**src/rtl/gpio_debounce_in.sv**
```systemverilog
// Debounced GPIO input block with edge flags, interrupt enables and a simple register bus.
// Level latency FREQ+2 cycles from pin change; bus accesses ack one cycle later, never stall.
module gpio_debounce_in #(
   parameter int WIDTH = 6,
   parameter int FREQ  = 10
) (
   input  logic             clk_i,
   input  logic             rst_i,
   input  logic [WIDTH-1:0] pin_i,
   input  logic             req_i,
   input  logic             we_i,
   input  logic [1:0]       addr_i,
   input  logic [31:0]      wdata_i,
   output logic [31:0]      rdata_o,
   output logic             ack_o,
   output logic [WIDTH-1:0] level_o,
   output logic             irq_o
);
   localparam int CW = $clog2(FREQ + 1);
   localparam logic [CW-1:0] LIMIT = CW'(FREQ - 1);

   logic [WIDTH-1:0] r_sync1;
   logic [WIDTH-1:0] r_sync2;
   logic [WIDTH-1:0] r_level;
   logic [WIDTH-1:0] r_rise;
   logic [WIDTH-1:0] r_fall;
   logic [WIDTH-1:0] r_ien_r;
   logic [WIDTH-1:0] r_ien_f;
   logic [CW-1:0]    r_cnt [WIDTH];
   logic             r_ack;
   logic [31:0]      r_rdata;

   logic [WIDTH-1:0] w_toggle;
   logic [WIDTH-1:0] w_rise_set;
   logic [WIDTH-1:0] w_fall_set;
   logic [WIDTH-1:0] w_rise_clr;
   logic [WIDTH-1:0] w_fall_clr;
   logic             w_wr;
   logic [31:0]      w_rd;
   logic             w_unused_wdata;

   // A bit flips on the edge where its mismatch counter would reach FREQ.
   always_comb begin
      w_toggle = '0;
      for (int i = 0; i < WIDTH; i++) begin
         w_toggle[i] = (r_sync2[i] != r_level[i]) && (r_cnt[i] == LIMIT);
      end
   end

   assign w_rise_set = w_toggle & ~r_level;
   assign w_fall_set = w_toggle & r_level;
   assign w_wr       = req_i & we_i;
   assign w_rise_clr = (w_wr && addr_i == 2'd1) ? wdata_i[WIDTH-1:0] : '0;
   assign w_fall_clr = (w_wr && addr_i == 2'd2) ? wdata_i[WIDTH-1:0] : '0;
   assign w_unused_wdata = ^wdata_i;

   always_comb begin
      w_rd = 32'd0;
      case (addr_i)
         2'd0:    w_rd = 32'(r_level);
         2'd1:    w_rd = 32'(r_rise);
         2'd2:    w_rd = 32'(r_fall);
         default: w_rd = {16'(r_ien_f), 16'(r_ien_r)};
      endcase
   end

   always_ff @(posedge clk_i) begin
      if (rst_i) begin
         r_sync1 <= '0;
         r_sync2 <= '0;
         r_level <= '0;
         r_rise  <= '0;
         r_fall  <= '0;
         r_ien_r <= '0;
         r_ien_f <= '0;
         r_ack   <= 1'b0;
         r_rdata <= 32'd0;
         for (int i = 0; i < WIDTH; i++) begin
            r_cnt[i] <= '0;
         end
      end else begin
         r_sync1 <= pin_i;
         r_sync2 <= r_sync1;
         r_level <= r_level ^ w_toggle;
         for (int i = 0; i < WIDTH; i++) begin
            if ((r_sync2[i] == r_level[i]) || w_toggle[i]) begin
               r_cnt[i] <= '0;
            end else begin
               r_cnt[i] <= r_cnt[i] + 1'b1;
            end
         end
         // A new edge beats a simultaneous W1C clear of the same flag.
         r_rise <= (r_rise & ~w_rise_clr) | w_rise_set;
         r_fall <= (r_fall & ~w_fall_clr) | w_fall_set;
         if (w_wr && addr_i == 2'd3) begin
            r_ien_r <= wdata_i[WIDTH-1:0];
            r_ien_f <= wdata_i[16 +: WIDTH];
         end
         r_ack   <= req_i;
         r_rdata <= req_i ? w_rd : 32'd0;
      end
   end

   assign rdata_o = r_rdata;
   assign ack_o   = r_ack;
   assign level_o = r_level;
   assign irq_o   = |((r_rise & r_ien_r) | (r_fall & r_ien_f));

endmodule

```
**config.mk**
```make
export PLATFORM = sky130hd
export DESIGN_NAME = gpio_debounce_in
export DESIGN_NICKNAME = d
export VERILOG_FILES = /design/src/rtl/gpio_debounce_in.sv
export SDC_FILE = /design/constraint.sdc
export NUM_CORES = 1
export LEC_CHECK = 0
export ABC_CLOCK_PERIOD_IN_PS = 2100
export CAP_MARGIN = 20
export CORE_AREA = 2 2 75 77
export DETAILED_ROUTE_END_ITERATION = 8
export DIE_AREA = 0 0 77 79
export DONT_BUFFER_PORTS = 1
export PLACE_DENSITY_LB_ADDON = 0.08
export SLEW_MARGIN = 10
export SYNTH_ARGS = -nofsm -noshare
export SYNTH_HDL_FRONTEND = slang
export SYNTH_SLANG_ARGS = --single-unit
export TNS_END_PERCENT = 30
```
**constraint.sdc**
```tcl
create_clock -name clk_i -period 2.1 [get_ports clk_i]
set_clock_uncertainty 0.2 [all_clocks]
set_input_delay 0.315 -clock clk_i [delete_from_list [all_inputs] [get_ports clk_i]]
set_output_delay 0.315 -clock clk_i [all_outputs]
set_load 0.01 [all_outputs]
```
# Yosys cells after proc, flatten, opt, wreduce, memory -nomap -nowiden
# Memory sizes are Yosys's and may differ from the RTL's.
# Cells that the tools add are included.
# Widths: inputs -> output; s select.
[totals]
ff_bits = 75
ram_bits = 24
input_bits = 44
out_inout_bits = 40
elab_cells = 135
n_memories = 1
[classes]
addsub = 6
eq_ne = 21
mux = 53
bitwise = 27
reduce_logical = 18
[mem_list]
columns = ["memory", "words", "width", "rd", "rd_ports_with_merged_regs", "wr", "line_no", "source"]
rows = [
  ["r_cnt", 6, 4, 6, 0, 6, "29", "logic [CW-1:0] r_cnt [WIDTH];"],
]
[ops]
columns = ["op", "count"]
rows = [
  ["$pmux 22 s3", 1],
  ["$mux 4", 12],
  ["$mux 1", 38],
  ["$and 6x6->6", 6],
  ["$add 4x1->4 const B", 6],
  ["$eq 4x4->1 const B", 6],
  ["$not 6->6", 3],
  ["$or 6x6->6", 3],
  ["$mux 6", 2],
  ["$or 1x1->1", 12],
  ["$logic_and 1x1->1", 9],
  ["$eq 1x1->1", 6],
  ["$logic_or 1x1->1", 6],
  ["$ne 1x1->1", 6],
  ["$reduce_or 6->1", 1],
  ["$xor 6x6->6", 1],
  ["$eq 2x2->1 const B", 2],
  ["$eq 2x1->1 const B", 1],
  ["$logic_not 2->1", 1],
  ["$reduce_or 2->1", 1],
  ["$and 1x1->1", 1],
  ["$not 1->1", 1],
]

# Depth between registers and ports, before layout
# An unclocked memory read counts as a cell.
[depth]
word_depth = 9
ltp_mapped = 5
ltp_nobuf = 5

# Worst setup path after synthesis
# Ideal clock, no wire load.
[synth_timing]
kind = "reg2reg"
startpoint = "memory r_cnt[1][1] (netlist name)"
endpoint = "memory r_cnt[1][2] (netlist name) (data pin)"
arrival_ns = 0.922
required_time_ns = 1.635
path_slack_ns = 0.713
path_stages_with_launch = 6
synth_period_minus_slack_ns = 1.387
path_cell_list = "edfxtp_1 -> inv_1 -> ha_1 -> nand3b_1 -> o211ai_1 -> nor2_1"
[synth_rtl]
columns = ["item", "line_no"]
rows = [
  ["start: declaration", "29"],
]

# Final worst setup path
[layout_timing]
startpoint = "register r_fall[2]"
endpoint = "output port irq_o"
[layout_between]
elab_chain_len = 3
[layout_rtl]
columns = ["item", "line_no", "source"]
rows = [
  ["start: declaration", "26", "logic [WIDTH-1:0] r_fall;"],
  ["start signal: assignment", "94", "r_fall <= (r_fall & ~w_fall_clr) | w_fall_set;"],
  ["$and 6x6->6", "107", "assign irq_o = |((r_rise & r_ien_r) | (r_fall & r_ien_f));"],
  ["$or 6x6->6", "107", ""],
  ["$reduce_or 6->1", "107", ""],
  ["end: declaration", "17", "output logic irq_o"],
]
# Every way passes these cells.

==> flow_summary.ini <==
[hold_path]
hp-class = in2reg
hold_path_startpoint = rst_i

[sta]
setup_slack_ns = 0.216
rsz0062_at_grt = false
setup_viol = 0
period_share = 0.897
slew_headroom = 0.658
tns_ns = 0
min_period_ns = 1.88
worstMarginPinSlew_ns = 0.512
finalHoldViolCount = 0
drv_slew = 0
max_freq_mhz = 531

[clock_network]
clk_path_buf_depth = 2
insertion_delay_ns = 0.34
cts_made_buffers = 9
cts.clk_slew.worst_paths_ns = 0.08
cts_tree = done
htreeDepth = 3
cts-root-buf = clkbuf_8
clock-sinks = 79
cts_resized = 0
cts_hold_buf = 19
post_cts_buffers = 0

[worst_setup_path]
crit_start = r_fall[2]$_SDFF_PP0_
start_kind = register
critPathMaxFanout = 3
critPathKind = reg2out
r2r_start = r_cnt[1][1]$_SDFFCE_PN0P_
arrival_ns = 1.37
critPathCaptureType = primary output
crit_required_ns = 1.58

[routing]
first_iter_violations = 158
num_vias = 2246
drt_wl_total_mm = 6.07
first_pass_iters = 4
ant_nets = 0
drc = 0
via_per_inst = 5.10
drt-wirelength-per-cell_um = 13.8

[floorplanning]
num_io_pins = 84
die_area_um2 = 6080
core_area_um2 = 5340
rows = 27
die_x_um = 77
start_util = 0.642
die_h_um = 79

[yosys]
synth-edff-count = 24
yosysSeqAreaShare = 0.531
avgSynthCellArea_um2 = 10.7
synth_area_um2 = 3430
async_flop_share = 0
syn_inst = 320
synth_flop_cell = dfxtp_1
ys_types = 30
ys_seq_elements = 79
ys.warnings.count = 0

[global_route]
use_met1 = 0.271
grt_pass1_vias = 2141
antenna_found_initial = 0
met2_usage = 0.339
grt_max_degree = 31
grt_pass1_wl_mm = 10.0
use_met3 = 0.0580
grt.busiest_layer = met2
overflow = 0
grt_use_total = 0.215

[place]
portBuffers = 0
gp_congestion = 0.781
place_worst_setup_slack_ns = 0.567
hpwlAfterDp_mm = 4.21

[power]
total_power_uw = 2760
max-vdd-ir-drop_v = 0.000435
power_frac_seq = 0.593
power.switching_uw = 619
pwr-share-clk = 0.349
intPower_uw = 2140
swShare = 0.224
leakage_uw = 0.00154
power_density_nw_per_um2 = 720
pwr-share-comb = 0.057

[finish]
multi_input_area_um2 = 1520
nNetsFinal = 419
ff_latch_area_um2 = 1820
diodes = 0
syn_to_final_growth_pct = 11.9
drive_gt1_frac = 0.0571
fill_cells = 427

[flow_run]
maxCapViolations = 0

[run_status]
status = completed
-- cells by family after synthesis --
kind of cell | after synthesis | share of synthesized area
buffers and inverters | 39 | 0.0719
AOI/OAI and AO/OA | 36 | 0.0810
other | 2 | 0.00219
adders and majority gates | 12 | 0.0438
xor gates and xnor gates | 12 | 0.0307
and+or+nand+nor | 128 | 0.182
muxes | 12 | 0.0569
DFF | 79 | 0.531
-- layout by cell type, fill, tap and decap left out, types with 3 or more instances in the layout --
cell type	netlist	layout
o211ai_1	6	6
ha_1	12	12
nand3_1	7	7
a21oi_1	12	12
mux2i_1	6	6
a32o_1	12	12
dlygate4sd3_1	0	18
dfxtp_1	55	55
inv_1	7	7
nand3b_1	6	6
nor2_1	37	37
clkbuf_8	0	10
mux4_2	6	6
conb_1	2	44
xor2_1	6	6
nor2b_1	30	30
edfxtp_1	24	24
and2_1	6	6
a22o_1	3	3
a221oi_1	3	3
nand2_1	37	37
xnor2_1	6	6
clkbuf_1	3	4
-- power groups by stage --
stage | Sequential (uW) | Combinational [uW] | Clock (uW)
3_5_place_dp | 1670 | 112 | 0
6_report | 1640 | 158 | 965
4_1_cts | 1640 | 156 | 988
5_1_grt | 1640 | 179 | 1040
3_3_place_gp | 1670 | 110 | 0
2_1_floorplan | 1670 | 143 | 0
-- path summary, 6_finish.rpt --
path,end,slack (ns),cells past startpoint
min,r_ien_r[0]$_SDFFE_PP0P_,0.03,2
max reg2reg,r_cnt[1][3]$_SDFFCE_PN0P_,0.56,5
min reg2reg,r_sync2[3]$_SDFF_PP0_,0.24,1
max,irq_o,0.22,3
-- cell usage after synthesis (3+ instances only) --
library cell   n  area [um2]
xnor2_1        6        52.6
a22o_1         3        26.3
mux2i_1        6        60.1
nand3b_1       6        45.0
nor2_1        37         139
nand2_1       37         139
dfxtp_1       55        1100
xor2_1         6        52.6
edfxtp_1      24         721
nor2b_1       30         188
mux4_2         6         135
o211ai_1       6        45.0
inv_1          7        26.3
clkbuf_1       3        11.3
buf_4         24         180
nand3_1        7        35.0
ha_1          12         150
a221oi_1       3        26.3
and2_1         6        37.5
a21oi_1       12        60.1
a32o_1        12         120
-- sequential cells by signal, indices dropped and copies added, names as in the netlist, named ones only --
signal and flops:
rdata_o 12, r_ien_r 6, r_cnt 24, r_fall 6, r_sync2 6, r_rise 6
r_sync1 6, r_ien_f 6, ack_o 1
-- final cells by class --
type / count / area share
Timing Repair Buffer: 21 / 0.0561
Clock inverter: 2 / 0.00261
Clock buffer: 14 / 0.0398
Multi-Input combinational cell: 244 / 0.396
Tap cell: 72 / 0.0235
Inverter: 8 / 0.00783
Sequential cell: 79 / 0.475
-- routing by layer --
metal / vias up / wire, um / share of wire
li1: 1125 / - / -
met1: 1040 / 2710 / 0.45
met2: 69 / 2840 / 0.47
met3: 12 / 377 / 0.062
met4: 0 / 135 / 0.022
met5: - / 0 / 0
-- critical path, stage by stage, from the launching register on --
cell and delay, ns:
dfxtp_1 0.33, a22o_1 0.23, a221oi_1 0.26, nand3_1 0.22
-- through the flow --
stage                      util  std cells  instance area, um2  hold WS (ns)
after global routing      0.719        440                3840        0.0316
final                     0.719        440                3840        0.0329
after CTS                 0.719        440                3840        0.0202
after detailed placement  0.651        405                3470         0.191
after global placement    0.651        405                3470         0.190
after floorplan               -        362                3590         0.214
No activity file was read; power rests on OpenSTA's default activity.
==> RTL edit (same flow settings) <==
The parameter `FREQ` goes from 10 to 12.
--- a/src/rtl/gpio_debounce_in.sv
+++ b/src/rtl/gpio_debounce_in.sv
@@ -2,7 +2,7 @@
 // Level latency FREQ+2 cycles from pin change; bus accesses ack one cycle later, never stall.
 module gpio_debounce_in #(
    parameter int WIDTH = 6,
-   parameter int FREQ  = 10
+   parameter int FREQ  = 12
 ) (
    input  logic             clk_i,
    input  logic             rst_i,
Function: no difference found for any inputs over 10 cycles, from zero or initial values and one cycle with rst_i high; that may be too few to reach the edited logic, so the function may still have changed.
==> RTL edit against the original RTL <==
  * Count of clock-buffer cells in the layout shrank 5
  * Fmax grew 2.2%
  * Total power grew 12%
  * Routed wire length grew 2.7%
  * Die area is the same
  * Synthesized area shrank 2.2%
  * Largest power group unchanged
  * Worst setup slack gained 41 ps
  * Sequential cell count is the same
  * Final area is essentially flat
  * Hold slack lost 23 ps
==> RTL edit: results (changes against the original RTL) <==
ys_async_sr_fraction: 0  # unchanged
clkLatencyLatePin_ps: 340  # about the same
drive_gt1_frac: 0.0661  # was 0.0571
ir_drop_v: 0.000705  # was 0.000435 V
place_congestion: 0.716  # was 0.781
hold-path-cell-count: 2  # unchanged
grt_pass1_vias: 2109  # was 2,141
numCtsBuffers: 9  # unchanged
final_hold_viol_count: 0  # unchanged
dp_hpwl_um: 4230  # was 4210 um
drt-total-wl_um: 6230  # was 6070 um
outcome: "complete, no violations"  # unchanged
vias_per_cell: 5.14  # was 5.10
final_nets: 408  # was 419
drt_iter0_markers: 220  # was 158
dp.cells: 399  # was 405
nFillCells: 442  # was 427
wire_per_inst_um: 14.3  # was 13.8 um
grt_antenna_before_repair: 0  # unchanged
synth_common_cells: "dfxtp_1, nand2_1, nor2_1"  # unchanged
cp_max_fo: 3  # unchanged
largest_register_ffs: 24  # unchanged
yosysWarnings: 0  # unchanged
dr.pass1.iters: 4  # unchanged
grt_max_degree: 31  # unchanged
grt_pass1_wl_um: 10100  # was 10,000 um
synthTopCellsByArea: "dfxtp_1, edfxtp_1, nor2b_1, buf_4, nand2_1"  # was dfxtp_1, edfxtp_1, nor2b_1, buf_4, ha_1
clk_path_buf_depth: 2  # unchanged
reg2reg_depth: 4  # was 5
ys_seq_area_frac: 0.543  # was 0.531
avgSynthCellArea_um2: 10.7  # about the same
max_slew_margin: 0.637  # was 0.658
track_usage: 0.216  # was 0.215
clk_pin_slew_ps: 80  # about the same
worstPathArrival_ps: 1330  # was 1370 ps
leakagePower_nw: 1.54  # about the same
-- RTL edit: cell types whose count changed in the layout (fill, tap and decap cells not counted) --
cell,delta
ha_1,-6
clkbuf_8,-1
clkbuf_1,-4
dlygate4sd3_1,+1
buf_12,-1
inv_4,+1
buf_8,+1
clkinv_1,+1
bufinv_16,+3
-- RTL edit: stage by stage --
step                total power [mW]  utilization  hold slack (ps)  worst slack [ps]  instance area (um2)
floorplan                       1.80            -              214               717                 3510
global placement                1.77        0.637              189               536                 3400
detailed placement              1.78        0.637              191               473                 3400
CTS                             3.11        0.716             2.05               243                 3820
global route                    3.20        0.719             39.0               191                 3840
finish                          3.10        0.719             9.52               257                 3840
-- RTL edit: worst paths after layout --
check,from,to,slack (ps)
setup / recovery,r_fall[1],irq_o,260
hold / removal,wdata_i[4],r_rise[4],10
setup reg to reg,r_cnt[4][0],r_cnt[4][0],560
hold reg to reg,r_sync1[0],r_sync2[0],240
-- RTL edit: worst max-delay path: stages, from the launching register on --
cell and delay (ps):
dfxtp_1 330, a22o_1 240, a221oi_1 210, nand3_1 200
-- RTL edit: area by class of cell --
type | instances | area [um2] | share of cell area
clock buffer | 9 | 124 | 0.0323
clock inverter | 7 | 110 | 0.0287
inverter | 8 | 30.0 | 0.00782
sequential | 79 | 1820 | 0.475
tap | 72 | 90.1 | 0.0235
timing repair buffer | 22 | 220 | 0.0574
multi-input combinational | 238 | 1440 | 0.376
-- RTL edit: repair_timing --
action	in CTS	in global routing
buffers inserted	0	0
hold endpoints to repair	41	0
hold buffers	19	0
-- RTL edit: kinds of logic (layout without fill, tap and decap cells) --
| logic type | after synthesis | after routing | synth area share |
|---|---|---|---|
| mux | 12 | 12 | 0.0582 |
| flops | 79 | 79 | 0.543 |
| xor+xnor | 12 | 12 | 0.0313 |
| buf+inv | 39 | 46 | 0.0735 |
| compound gates | 36 | 36 | 0.0828 |
| simple gates | 128 | 128 | 0.186 |
| fa+ha+maj | 6 | 6 | 0.0224 |
| other cells | 2 | 44 | 0.00224 |
-- RTL edit: where the power goes --
| part | internal, mW | switching (mW) | total [mW] |
|---|---|---|---|
| Combinational | 0.0693 | 0.0864 | 0.156 |
| Clock | 0.782 | 0.531 | 1.31 |
| Sequential | 1.61 | 0.0251 | 1.63 |
-- RTL edit: routing by layer --
layer,vias to the layer above,global-route usage,wire (um)
met3,8,0.0568,306
met5,-,0,0
met2,66,0.346,2980
met4,0,0.0911,86
li1,1103,-,-
met1,1057,0.281,2860
